**config.mk**
```make
export PLATFORM = sky130hd
export DESIGN_NAME = rr_arbiter8
export DESIGN_NICKNAME = d
export VERILOG_FILES = /design/src/rtl/arb_pkg.sv /design/src/rtl/encoder8_3.sv /design/src/rtl/rr_arbiter8.sv
export SDC_FILE = /design/constraint.sdc
export NUM_CORES = 1
export LEC_CHECK = 0
export CORE_MARGIN = 8
export CORE_UTILIZATION = 50
export DETAILED_ROUTE_END_ITERATION = 8
export MAX_ROUTING_LAYER = met4
export PLACE_DENSITY = 0.82
export SYNTH_ARGS = -nofsm -noshare
export SYNTH_HDL_FRONTEND = slang
export SYNTH_HIERARCHICAL = 1
export SYNTH_SLANG_ARGS = --single-unit
```
**constraint.sdc**
```tcl
create_clock -name clk -period 5.4 [get_ports clk]
set_input_delay 0.81 -clock clk [delete_from_list [all_inputs] [get_ports clk]]
set_output_delay 0.81 -clock clk [all_outputs]
set_load 0.01 [all_outputs]
```
**src/rtl/arb_pkg.sv**
```systemverilog
// Shared definitions for the round-robin arbiter: sizes, FSM states and the
// rotating-priority winner search used by rr_arbiter8.
package arb_pkg;

  localparam int NUM_REQ = 8;
  localparam int IDX_W   = 3;
  localparam int HOLD_W  = 8;

  typedef enum logic {
    IDLE,
    GRANT
  } state_e;

  typedef struct packed {
    logic             found;
    logic [IDX_W-1:0] idx;
  } pick_t;

  // Search upward from ptr (wrapping) for the first eligible requester.
  // Walking the offsets from highest to lowest lets the smallest offset
  // overwrite the result last, so no early exit is needed.
  function automatic pick_t rr_pick(input logic [NUM_REQ-1:0] req,
                                    input logic [IDX_W-1:0]   ptr,
                                    input logic [NUM_REQ-1:0] mask);
    pick_t              res;
    logic [NUM_REQ-1:0] eligible;
    logic [IDX_W-1:0]   cand;
    res      = '0;
    eligible = req & mask;
    for (int i = NUM_REQ - 1; i >= 0; i--) begin
      cand = ptr + IDX_W'(i);
      if (eligible[cand]) begin
        res.found = 1'b1;
        res.idx   = cand;
      end
    end
    return res;
  endfunction

  // Binary index to one-hot vector.
  function automatic logic [NUM_REQ-1:0] idx2onehot(input logic [IDX_W-1:0] idx);
    logic [NUM_REQ-1:0] oh;
    oh      = '0;
    oh[idx] = 1'b1;
    return oh;
  endfunction

endpackage

```
**src/rtl/encoder8_3.sv**
```systemverilog
// 8-to-3 priority encoder: Eo is the index of the highest set bit of Din,
// or 0 when nothing is set or the encoder is disabled.
module encoder8_3 (
  input  logic [7:0] Din,
  input  logic       En,
  output logic [2:0] Eo
);

  // Scan low to high so the highest set bit wins.
  always_comb begin
    Eo = 3'd0;
    if (En) begin
      for (int i = 0; i < 8; i++) begin
        if (Din[i]) Eo = 3'(i);
      end
    end
  end

endmodule

```
**src/rtl/rr_arbiter8.sv**
```systemverilog
// Round-robin arbiter for 8 requesters with a registered one-hot grant,
// hold-until-release handshake and an optional hold timeout that forces
// a handover to a waiting requester.
module rr_arbiter8
  import arb_pkg::*;
#(
  parameter int MAX_HOLD = 16
) (
  input  logic               clk,
  input  logic               rst,
  input  logic               En,
  input  logic [NUM_REQ-1:0] req,
  output logic [NUM_REQ-1:0] gnt,
  output logic [IDX_W-1:0]   gnt_idx,
  output logic               gnt_valid,
  output logic               preempt
);

  localparam bit TimeoutEn = (MAX_HOLD != 0);
  localparam logic [HOLD_W-1:0] HoldLimit =
    (MAX_HOLD == 0) ? HOLD_W'(0) : HOLD_W'(MAX_HOLD - 1);

  state_e             state_q, state_d;
  logic [NUM_REQ-1:0] gnt_q, gnt_d;
  logic [IDX_W-1:0]   cur_q, cur_d;
  logic [IDX_W-1:0]   ptr_q, ptr_d;
  logic [HOLD_W-1:0]  hold_q, hold_d;
  logic               preempt_q, preempt_d;

  pick_t              pickAll;
  pick_t              pickOthers;
  logic               holdAtLimit;

  // Candidate winners: any requester, or any requester other than the owner
  // (used only when a timeout forces the grant away from cur).
  always_comb begin
    pickAll     = rr_pick(req, ptr_q, {NUM_REQ{1'b1}});
    pickOthers  = rr_pick(req, ptr_q, ~idx2onehot(cur_q));
    holdAtLimit = TimeoutEn && (hold_q == HoldLimit);
  end

  // State register: everything drops at once on async reset.
  always_ff @(posedge clk or posedge rst) begin
    if (rst) begin
      state_q   <= IDLE;
      gnt_q     <= '0;
      cur_q     <= '0;
      ptr_q     <= '0;
      hold_q    <= '0;
      preempt_q <= 1'b0;
    end else begin
      state_q   <= state_d;
      gnt_q     <= gnt_d;
      cur_q     <= cur_d;
      ptr_q     <= ptr_d;
      hold_q    <= hold_d;
      preempt_q <= preempt_d;
    end
  end

  // Next state: issue, hand over, retain or release the grant.
  always_comb begin
    state_d   = state_q;
    gnt_d     = gnt_q;
    cur_d     = cur_q;
    ptr_d     = ptr_q;
    hold_d    = hold_q;
    preempt_d = 1'b0;
    unique case (state_q)
      IDLE: begin
        if (En && pickAll.found) begin
          state_d = GRANT;
          gnt_d   = idx2onehot(pickAll.idx);
          cur_d   = pickAll.idx;
          ptr_d   = pickAll.idx + IDX_W'(1);
          hold_d  = '0;
        end
      end
      GRANT: begin
        if (!req[cur_q]) begin
          if (En && pickAll.found) begin
            gnt_d  = idx2onehot(pickAll.idx);
            cur_d  = pickAll.idx;
            ptr_d  = pickAll.idx + IDX_W'(1);
            hold_d = '0;
          end else begin
            state_d = IDLE;
            gnt_d   = '0;
            hold_d  = '0;
          end
        end else if (En && holdAtLimit) begin
          hold_d = '0;
          if (pickOthers.found) begin
            gnt_d     = idx2onehot(pickOthers.idx);
            cur_d     = pickOthers.idx;
            ptr_d     = pickOthers.idx + IDX_W'(1);
            preempt_d = 1'b1;
          end
        end else if (hold_q != {HOLD_W{1'b1}}) begin
          hold_d = hold_q + HOLD_W'(1);
        end
      end
      default: begin
        state_d = IDLE;
        gnt_d   = '0;
      end
    endcase
  end

  // Outputs come straight from registers; the index is derived from gnt.
  always_comb begin
    gnt       = gnt_q;
    gnt_valid = |gnt_q;
    preempt   = preempt_q;
  end

  encoder8_3 uEncoder (
    .Din (gnt_q),
    .En  (1'b1),
    .Eo  (gnt_idx)
  );

endmodule

```
Word-level counts from Yosys, hierarchy flattened

Cells that the tools add are included.

Output and inout port bits: 13
Register bits: 24

Muxes and demuxes: 91
Equality and inequality tests: 6
Reductions and logical operators: 9
Add/subtract/negate cells: 10
Order comparisons: 14
Bitwise operators: 3

Operators with widths:

| operator                                                           | count |
|---|---|
| 2-to-1 mux 8 bit                                                   | 9 |
| 2-to-1 mux 4 bit                                                   | 16 |
| binary-select mux 1 bit (select 3 bit)                             | 17 |
| less-than comparator 3 x 4 -> 1 bit (second input constant)        | 11 |
| 2-to-1 mux 3 bit                                                   | 12 |
| case mux 8 bit (2 select lines)                                    | 2 |
| 2-to-1 mux 1 bit                                                   | 27 |
| adder 3 bit (second input constant)                                | 4 |
| case mux 3 bit (2 select lines)                                    | 2 |
| adder 3 x 1 -> 3 bit (second input constant)                       | 3 |
| demux 1 bit (select 3 bit)                                         | 3 |
| greater-or-equal comparator 3 x 1 -> 1 bit (second input constant) | 3 |
| adder 8 x 1 -> 8 bit (second input constant)                       | 1 |
| AND 8 bit                                                          | 1 |
| == test 8 x 4 -> 1 bit (second input constant)                     | 1 |
| != test 8 bit (second input constant)                              | 1 |
| NOT 8 bit                                                          | 1 |
| OR reduction 8 bit                                                 | 1 |
| adder 3 x 2 -> 3 bit (second input constant)                       | 2 |
| logical AND 1 bit                                                  | 5 |
| 2-to-1 mux 2 bit                                                   | 2 |
| != test 4 x 2 -> 1 bit (second input constant)                     | 1 |
| AND reduction 2 bit                                                | 2 |
| != test 3 x 2 -> 1 bit (second input constant)                     | 1 |
| other kinds (5)                                                    | 5 |

Logic depth before layout (Yosys ltp)

Gate-level depths: netlist of the first run.

Word-level depth: 24
Mapped depth: 17
Mapped depth without buffers: 13

Hierarchy

Netlist of the first run, hierarchy kept.

By module, submodules not included:

| module      | instances | cells each | area each (um2) |
|---|---|---|---|
| rr_arbiter8 | 1         | 374        | 3300.7 |
| encoder8_3  | 1         | 12         | 67.6 |

Least setup slack after synthesis of the first run

OpenSTA, ideal clock, no wires.

Path kind: register -> register
Start: register ptr_q[0]
End: register ptr_q[2]
Arrival time: 3948 ps
Path slack: 1329 ps
Required time: 5277 ps
Setup time: 123 ps
Cell stages (with the launch flop): 16
Clock period less this slack: 4071 ps
Path through: dfrtp_1 -> buf_6 -> buf_8 -> buf_4 -> clkinv_1 -> ha_1 -> clkbuf_1 -> mux4_2 -> mux2i_1 -> a31oi_1 -> or4_4 -> a41oi_4 -> ha_1 -> xnor2_1 -> a21oi_1 -> a21boi_1

Word-level cells in the longest chain between the ends: 16
Elaborated cells on any way between the ends: 65
Classes of those cells: 9 x add/sub; 1 x eq/ne; 53 x mux; 2 x reduce/logical

Ends and longest elaborated chain:

| what                                   | line              | text |
|---|---|---|
| start: declaration                     | rr_arbiter8.sv:26 | `logic [IDX_W-1:0] ptr_q, ptr_d;` |
| start signal: assignment               | rr_arbiter8.sv:55 | `ptr_q <= ptr_d;` |
| adder 3 bit                            | arb_pkg.sv:31     | `cand = ptr + IDX_W'(i);` |
| binary-select mux 1 bit (select 3 bit) | arb_pkg.sv:32     | `if (eligible[cand]) begin` |
| 2-to-1 mux 1 bit (implied by the code) | arb_pkg.sv:32     |  |
| 2-to-1 mux 4 bit (8 in a row)          | arb_pkg.sv:32     |  |
| adder 3 x 1 -> 3 bit                   | rr_arbiter8.sv:96 | `ptr_d = pickOthers.idx + IDX_W'(1);` |
| 2-to-1 mux 3 bit                       | rr_arbiter8.sv:93 | `if (pickOthers.found) begin` |
| 2-to-1 mux 3 bit                       | rr_arbiter8.sv:91 | `end else if (En && holdAtLimit) begin` |
| 2-to-1 mux 3 bit                       | rr_arbiter8.sv:80 | `if (!req[cur_q]) begin` |
| case mux 3 bit (2 select lines)        | rr_arbiter8.sv:69 | `unique case (state_q)` |

Several ways; a longest one is shown, not always the timed one. The select of a mux whose other input is x is not followed.
A chain may end at the register's enable or synchronous reset.

Worst setup path after layout of the first run

Start: register ptr_q[1]
End: register ptr_q[2]

Same word-level chain as after synthesis.

==> results of run 1 <==
[stage by stage]
step           utilization  hold WS [ns]  setup slack, ns  cell area, µm²  cells
2_1_floorplan            -         0.471             1.33            3370    387
3_3_place_gp         0.543         0.491             1.17            3610    472
3_5_place_dp         0.543         0.513             1.05            3610    472
4_1_cts              0.551         0.524             1.04            3660    476
5_1_grt              0.551         0.555            0.764            3660    476
6_report             0.551         0.518             1.05            3660    476
[metal layers]
layer / vias up / share of wire / track usage
met5: - / 0 / -
met4: 0 / 0.017 / 0.0480
met3: 14 / 0.073 / 0.0164
met2: 150 / 0.47 / 0.291
met1: 1491 / 0.44 / 0.245
li1: 1502 / - / -
[state kept, by name (all words and copies together) (netlist names)]
| name | count |
|---|---|
| gnt | 8 |
| hold_q | 8 |
| cur_q | 3 |
| ptr_q | 3 |
| preempt | 1 |
| state_q | 1 |
[worst max-delay path by stage]
stage	cells past startpoint	endpoint	slack, ns
floorplan	15	ptr_q[2]$_DFFE_PP0P_	1.33
global placement	13	ptr_q[2]$_DFFE_PP0P_	1.17
detailed placement	13	ptr_q[2]$_DFFE_PP0P_	1.05
CTS	13	ptr_q[2]$_DFFE_PP0P_	1.04
global route	13	ptr_q[2]$_DFFE_PP0P_	0.76
finish	13	ptr_q[2]$_DFFE_PP0P_	1.05
[worst reg2reg max path, cell delays in order, from the launching register on]
cell and delay, ns:
dfrtp_1 0.33, buf_4 0.35, inv_1 0.32, ha_1 0.63, mux4_2 0.59, nor2b_1 0.17, a21o_1 0.17, or2_1 0.25
or4_4 0.54, a41oi_4 0.33, ha_1 0.23, xnor2_1 0.11, a21oi_1 0.08, a21boi_1 0.13
[layout make-up]
type	instances	area, µm²	area share
inverter	16	60.1	0.0164
sequential	24	601	0.164
tap	80	100	0.0273
timing repair buffer	29	275	0.0751
clock buffer	4	55.1	0.0150
multi-input combinational	323	2570	0.702
[cells in the final DEF, fill, tap and decap left out, types with 5 or more instances in the layout]
| master | instances |
|---|---|
| a211oi_1 | 6 |
| a21oi_1 | 24 |
| a221o_1 | 7 |
| a31oi_1 | 8 |
| and2_1 | 9 |
| and3_1 | 10 |
| buf_4 | 6 |
| clkdlybuf4s50_1 | 23 |
| dfrtp_1 | 24 |
| inv_1 | 13 |
| mux2_2 | 6 |
| mux2i_1 | 16 |
| mux4_2 | 22 |
| nand2_1 | 27 |
| nand3_1 | 6 |
| nor2_1 | 45 |
| nor2b_1 | 5 |
| nor4_1 | 6 |
| o211ai_1 | 5 |
| o21a_1 | 5 |
| o21ai_0 | 15 |
| xnor2_1 | 5 |
| xor2_1 | 7 |
[cell families after synthesis]
group	share of synthesized area
mux	0.236
compound gates	0.287
flops	0.178
other cells	0.00111
xor+xnor	0.0409
fa+ha+maj	0.0149
simple gates	0.183
buf+inv	0.0591
==> results.json, run 1 <==
{
  "status": "finished, final reports clean",
  "synthFlopType": "dfrtp_1",
  "ys_types": 77,
  "setup_tns_ns": 0,
  "postCtsSetupBuffers": 0,
  "drive_above_1_share": 0.157,
  "setup_violations": 0,
  "cts_resized": 0,
  "relSlewSlack": 0.327,
  "htreeDepth": 1,
  "numPortBuffers": 23,
  "die_y_um": 98.1,
  "syn_to_final_growth_pct": 8.77,
  "crit_path_end_kind": "flip-flop",
  "min_period_ns": 4.35,
  "cpMaxStageDelayCell": "ha_1",
  "numCtsBuffers": 3,
  "drc": 0,
  "worstRegToRegCells": 13,
  "reg2reg_to": "ptr_q[2]$_DFFE_PP0P_",
  "die_area_um2": 9620,
  "first_pass_iters": 5,
  "tightest_slew_ns": 1.01,
  "min_period_over_period": 0.806,
  "crit_top_cell": "ha_1",
  "crit_chain": "buf_4 > inv_1 > ha_1 > mux4_2 > nor2b_1 > a21o_1 > or2_1 > or4_4 > a41oi_4 > ha_1 > xnor2_1 > a21oi_1 > a21boi_1",
  "fmaxAchievable_mhz": 230,
  "antenna_found_initial": 0,
  "cts.clk_slew.worst_paths_ns": 0.08,
  "synth_top_area_frac": 0.178,
  "hold_class": "reg2reg",
  "crit_path_start_kind": "flip-flop",
  "crit_fanout": 32,
  "cts_tree": "yes",
  "synth_edf_count": 0,
  "rrSetupSlack_ns": 1.05,
  "critPathBufInv": 2,
  "avgSynthCellArea_um2": 8.73,
  "fin_worst_skew_ns": 0.00174,
  "arrival_ns": 4.48,
  "antenna_cells": 0,
  "initial_core_util": 0.507,
  "root_buffer": "clkbuf_8",
  "cts_hold_buf": 0,
  "first_global_vias": 2955,
  "synth_top_cells_by_count": "nor2_1, nand2_1, a21oi_1, dfrtp_1, mux4_2",
  "startpoint": "ptr_q[1]$_DFFE_PP0P_",
  "grt-ovfl-total": 0,
  "worstHoldStart": "hold_q[0]$_DFFE_PP0P_",
  "timing.rr.start": "ptr_q[1]$_DFFE_PP0P_",
  "ys_warn_count": 6,
  "synth.cell_area_um2": 3370,
  "yosysMostFrequentCell": "nor2_1",
  "coreArea_um2": 6640,
  "fp-row-count": 30,
  "hold_end": "hold_q[0]$_DFFE_PP0P_",
  "clockBufferDepth": 2,
  "async_flop_share": 1.00,
  "grt_max_degree": 33,
  "grt_usage": 0.183,
  "rsz0062_at_grt": "false",
  "cts_sinks": 24,
  "slew_violations": 0,
  "ant_nets": 0,
  "wl_um": 8570,
  "gp_congestion": 1.00,
  "vias": 3157,
  "die_w_um": 98.1,
  "clk_latency_ns": 0.26,
  "io_pins": 24,
  "viasPerCell": 6.63,
  "crit_type": "reg2reg",
  "ys_ff_latch": 24,
  "cp_top_family": "simple AND/OR/NAND/NOR gates",
  "drv_cap": 0,
  "nFillCells": 602,
  "wl_per_cell_um": 18.0,
  "hold_depth": 1,
  "synthCells": 386,
  "ys_seq_area_frac": 0.178,
  "nets": 412,
  "synthTopCellsByArea": "dfrtp_1, mux4_2, nor2_1",
  "critPathMaxStageDelay_ns": 0.62,
  "dp_hpwl_um": 6520,
  "hold_viol_final": 0,
  "grt_pass1_wl_um": 14600,
  "synth_area_leader_cell": "dfrtp_1",
  "cp_data_required_time_ns": 5.52,
  "drt-initial-drc-count": 249
}
Power of run 1 is not shown: default switching activity piles up to over one toggle a cycle in this logic, so the estimate is an artifact.
==> inputs of run 2 (changes only) <==
--- a/config.mk
+++ b/config.mk
@@ -9,7 +9,7 @@
 export CORE_UTILIZATION = 50
 export DETAILED_ROUTE_END_ITERATION = 8
 export MAX_ROUTING_LAYER = met4
-export PLACE_DENSITY = 0.82
+export PLACE_DENSITY = 0.84
 export SYNTH_ARGS = -nofsm -noshare
 export SYNTH_HDL_FRONTEND = slang
 export SYNTH_HIERARCHICAL = 1
==> constraint.sdc (replaced) <==
create_clock -name clk -period 3.83 [get_ports clk]
set_input_delay 0.5745 -clock clk [delete_from_list [all_inputs] [get_ports clk]]
set_output_delay 0.5745 -clock clk [all_outputs]
set_load 0.01 [all_outputs]
==> run 2 against run 1 <==
Net effect: non-clock buffer count is 18 higher; via count increased by 5.0%; clock skew is 0.00072 ns lower; clock-buffer cell count fell by 1; sequential share of layout area shrank 0.66 points; critical path depth is 1 lower; register-to-register slack got worse by 0.88 ns; setup slack worse by 0.88 ns.
==> results.json, run 2 (synthesized netlist as in run 1, its figures left out) <==
{
  "relSlewSlack": 0.412,
  "die_w_um": 98.1,
  "grt-ovfl-total": 0,
  "io_pins": 24,
  "cts_hold_buf": 0,
  "grt_usage": 0.200,
  "drv_cap": 0,
  "timing.rr.start": "ptr_q[0]$_DFFE_PP0P_",
  "first_global_vias": 3202,
  "wl_um": 9250,
  "layout_commonest_cell": "nor2_1",
  "root_buffer": "clkbuf_8",
  "layout_common_cells": "nor2_1, nand2_1, a21oi_1, dfrtp_1, buf_4",
  "antenna_found_initial": 0,
  "hold_depth": 1,
  "critPathBufInv": 2,
  "crit_type": "reg2reg",
  "htreeDepth": 1,
  "dp_hpwl_um": 7260,
  "vias": 3316,
  "worstHoldStart": "hold_q[0]$_DFFE_PP0P_",
  "cts_tree": "yes",
  "cp_top_family": "simple AND/OR/NAND/NOR gates",
  "setup_violations": 0,
  "crit_chain": "clkinv_2 > ha_4 > buf_4 > mux4_2 > mux2_4 > or2_1 > or4_4 > a41oi_4 > ha_1 > xnor2_1 > a21oi_1 > a21boi_1",
  "arrival_ns": 3.85,
  "setup_tns_ns": 0,
  "gp_congestion": 1.03,
  "rrSetupSlack_ns": 0.17,
  "reg2reg_to": "ptr_q[2]$_DFFE_PP0P_",
  "fmaxAchievable_mhz": 273,
  "cts.clk_slew.worst_paths_ns": 0.07,
  "fin_worst_skew_ns": 0.00102,
  "wl_per_cell_um": 18.8,
  "worstRegToRegCells": 12,
  "initial_core_util": 0.507,
  "grt_pass1_wl_um": 15800,
  "syn_to_final_growth_pct": 13.3,
  "fin_util": 0.574,
  "viasPerCell": 6.73,
  "nets": 430,
  "first_pass_iters": 5,
  "min_period_over_period": 0.955,
  "critPathMaxStageDelay_ns": 0.54,
  "rsz0062_at_grt": "false",
  "clk_latency_ns": 0.26,
  "ant_nets": 0,
  "hold_end": "hold_q[0]$_DFFE_PP0P_",
  "cpMaxStageDelayCell": "or4_4",
  "crit_path_end_kind": "flip-flop",
  "clockBufferDepth": 2,
  "cp_data_required_time_ns": 4.02,
  "slew_violations": 0,
  "cts_sinks": 24,
  "die_y_um": 98.1,
  "crit_path_start_kind": "flip-flop",
  "drc": 0,
  "crit_fanout": 14,
  "min_period_ns": 3.66,
  "drive_above_1_share": 0.203,
  "grt_max_degree": 25,
  "tightest_slew_ns": 0.882,
  "fp-row-count": 30,
  "hold_class": "reg2reg",
  "numCtsBuffers": 3,
  "status": "finished, final reports clean",
  "drt-initial-drc-count": 290,
  "die_area_um2": 9620,
  "numPortBuffers": 23,
  "coreArea_um2": 6640,
  "hold_viol_final": 0,
  "antenna_cells": 0
}
-- run 2: final cells by class --
| type | instances | area [µm²] |
|---|---|---|
| flip-flops and latches | 24 | 601 |
| repair buffers | 47 | 410 |
| inverters | 16 | 61.3 |
| fillers | 570 | 2830 |
| well taps | 80 | 100 |
| clock buffers | 3 | 41.3 |
| multi-input cells | 323 | 2600 |
-- run 2: routing by layer --
layer	share of wire	up-vias	global-route usage
met2	0.49	155	0.337
met4	0.017	0	0.0504
met5	0	-	-
li1	-	1540	-
met1	0.42	1601	0.253
met3	0.066	20	0.0142
-- run 2: how the worst max path moves through the flow --
stage / start / endpoint / cells past startpoint
final: ptr_q[0]$_DFFE_PP0P_ / ptr_q[2]$_DFFE_PP0P_ / 12
after global routing: ptr_q[0]$_DFFE_PP0P_ / ptr_q[2]$_DFFE_PP0P_ / 12
after CTS: ptr_q[0]$_DFFE_PP0P_ / ptr_q[2]$_DFFE_PP0P_ / 11
after detailed placement: req[7] / ptr_q[2]$_DFFE_PP0P_ / 10
after global placement: req[0] / gnt[6]$_DFFE_PP0P_ / 10
after floorplan: ptr_q[0]$_DFFE_PP0P_ / ptr_q[2]$_DFFE_PP0P_ / 15
-- run 2: metrics by stage --
| step | instances | hold WS [ns] | setup slack, ns | instance area, µm² |
|---|---|---|---|---|
| detailed placement | 490 | 0.493 | 0.0403 | 3760 |
| finish | 493 | 0.513 | 0.172 | 3820 |
| floorplan | 387 | 0.471 | 0.0328 | 3390 |
| global route | 493 | 0.545 | 0.00786 | 3820 |
| global placement | 490 | 0.490 | 0.172 | 3760 |
| CTS | 493 | 0.511 | 0.0683 | 3800 |
-- run 2: repair_timing --
| item | 4_1_cts | 5_1_grt |
|---|---|---|
| buffers inserted | 0 | 0 |
| endpoints found under the setup margin | 0 | 13 |
| resized for setup | 0 | 3 |
| endpoints found under the hold margin | 0 | 0 |
Power of run 2 is left out for the same reason.
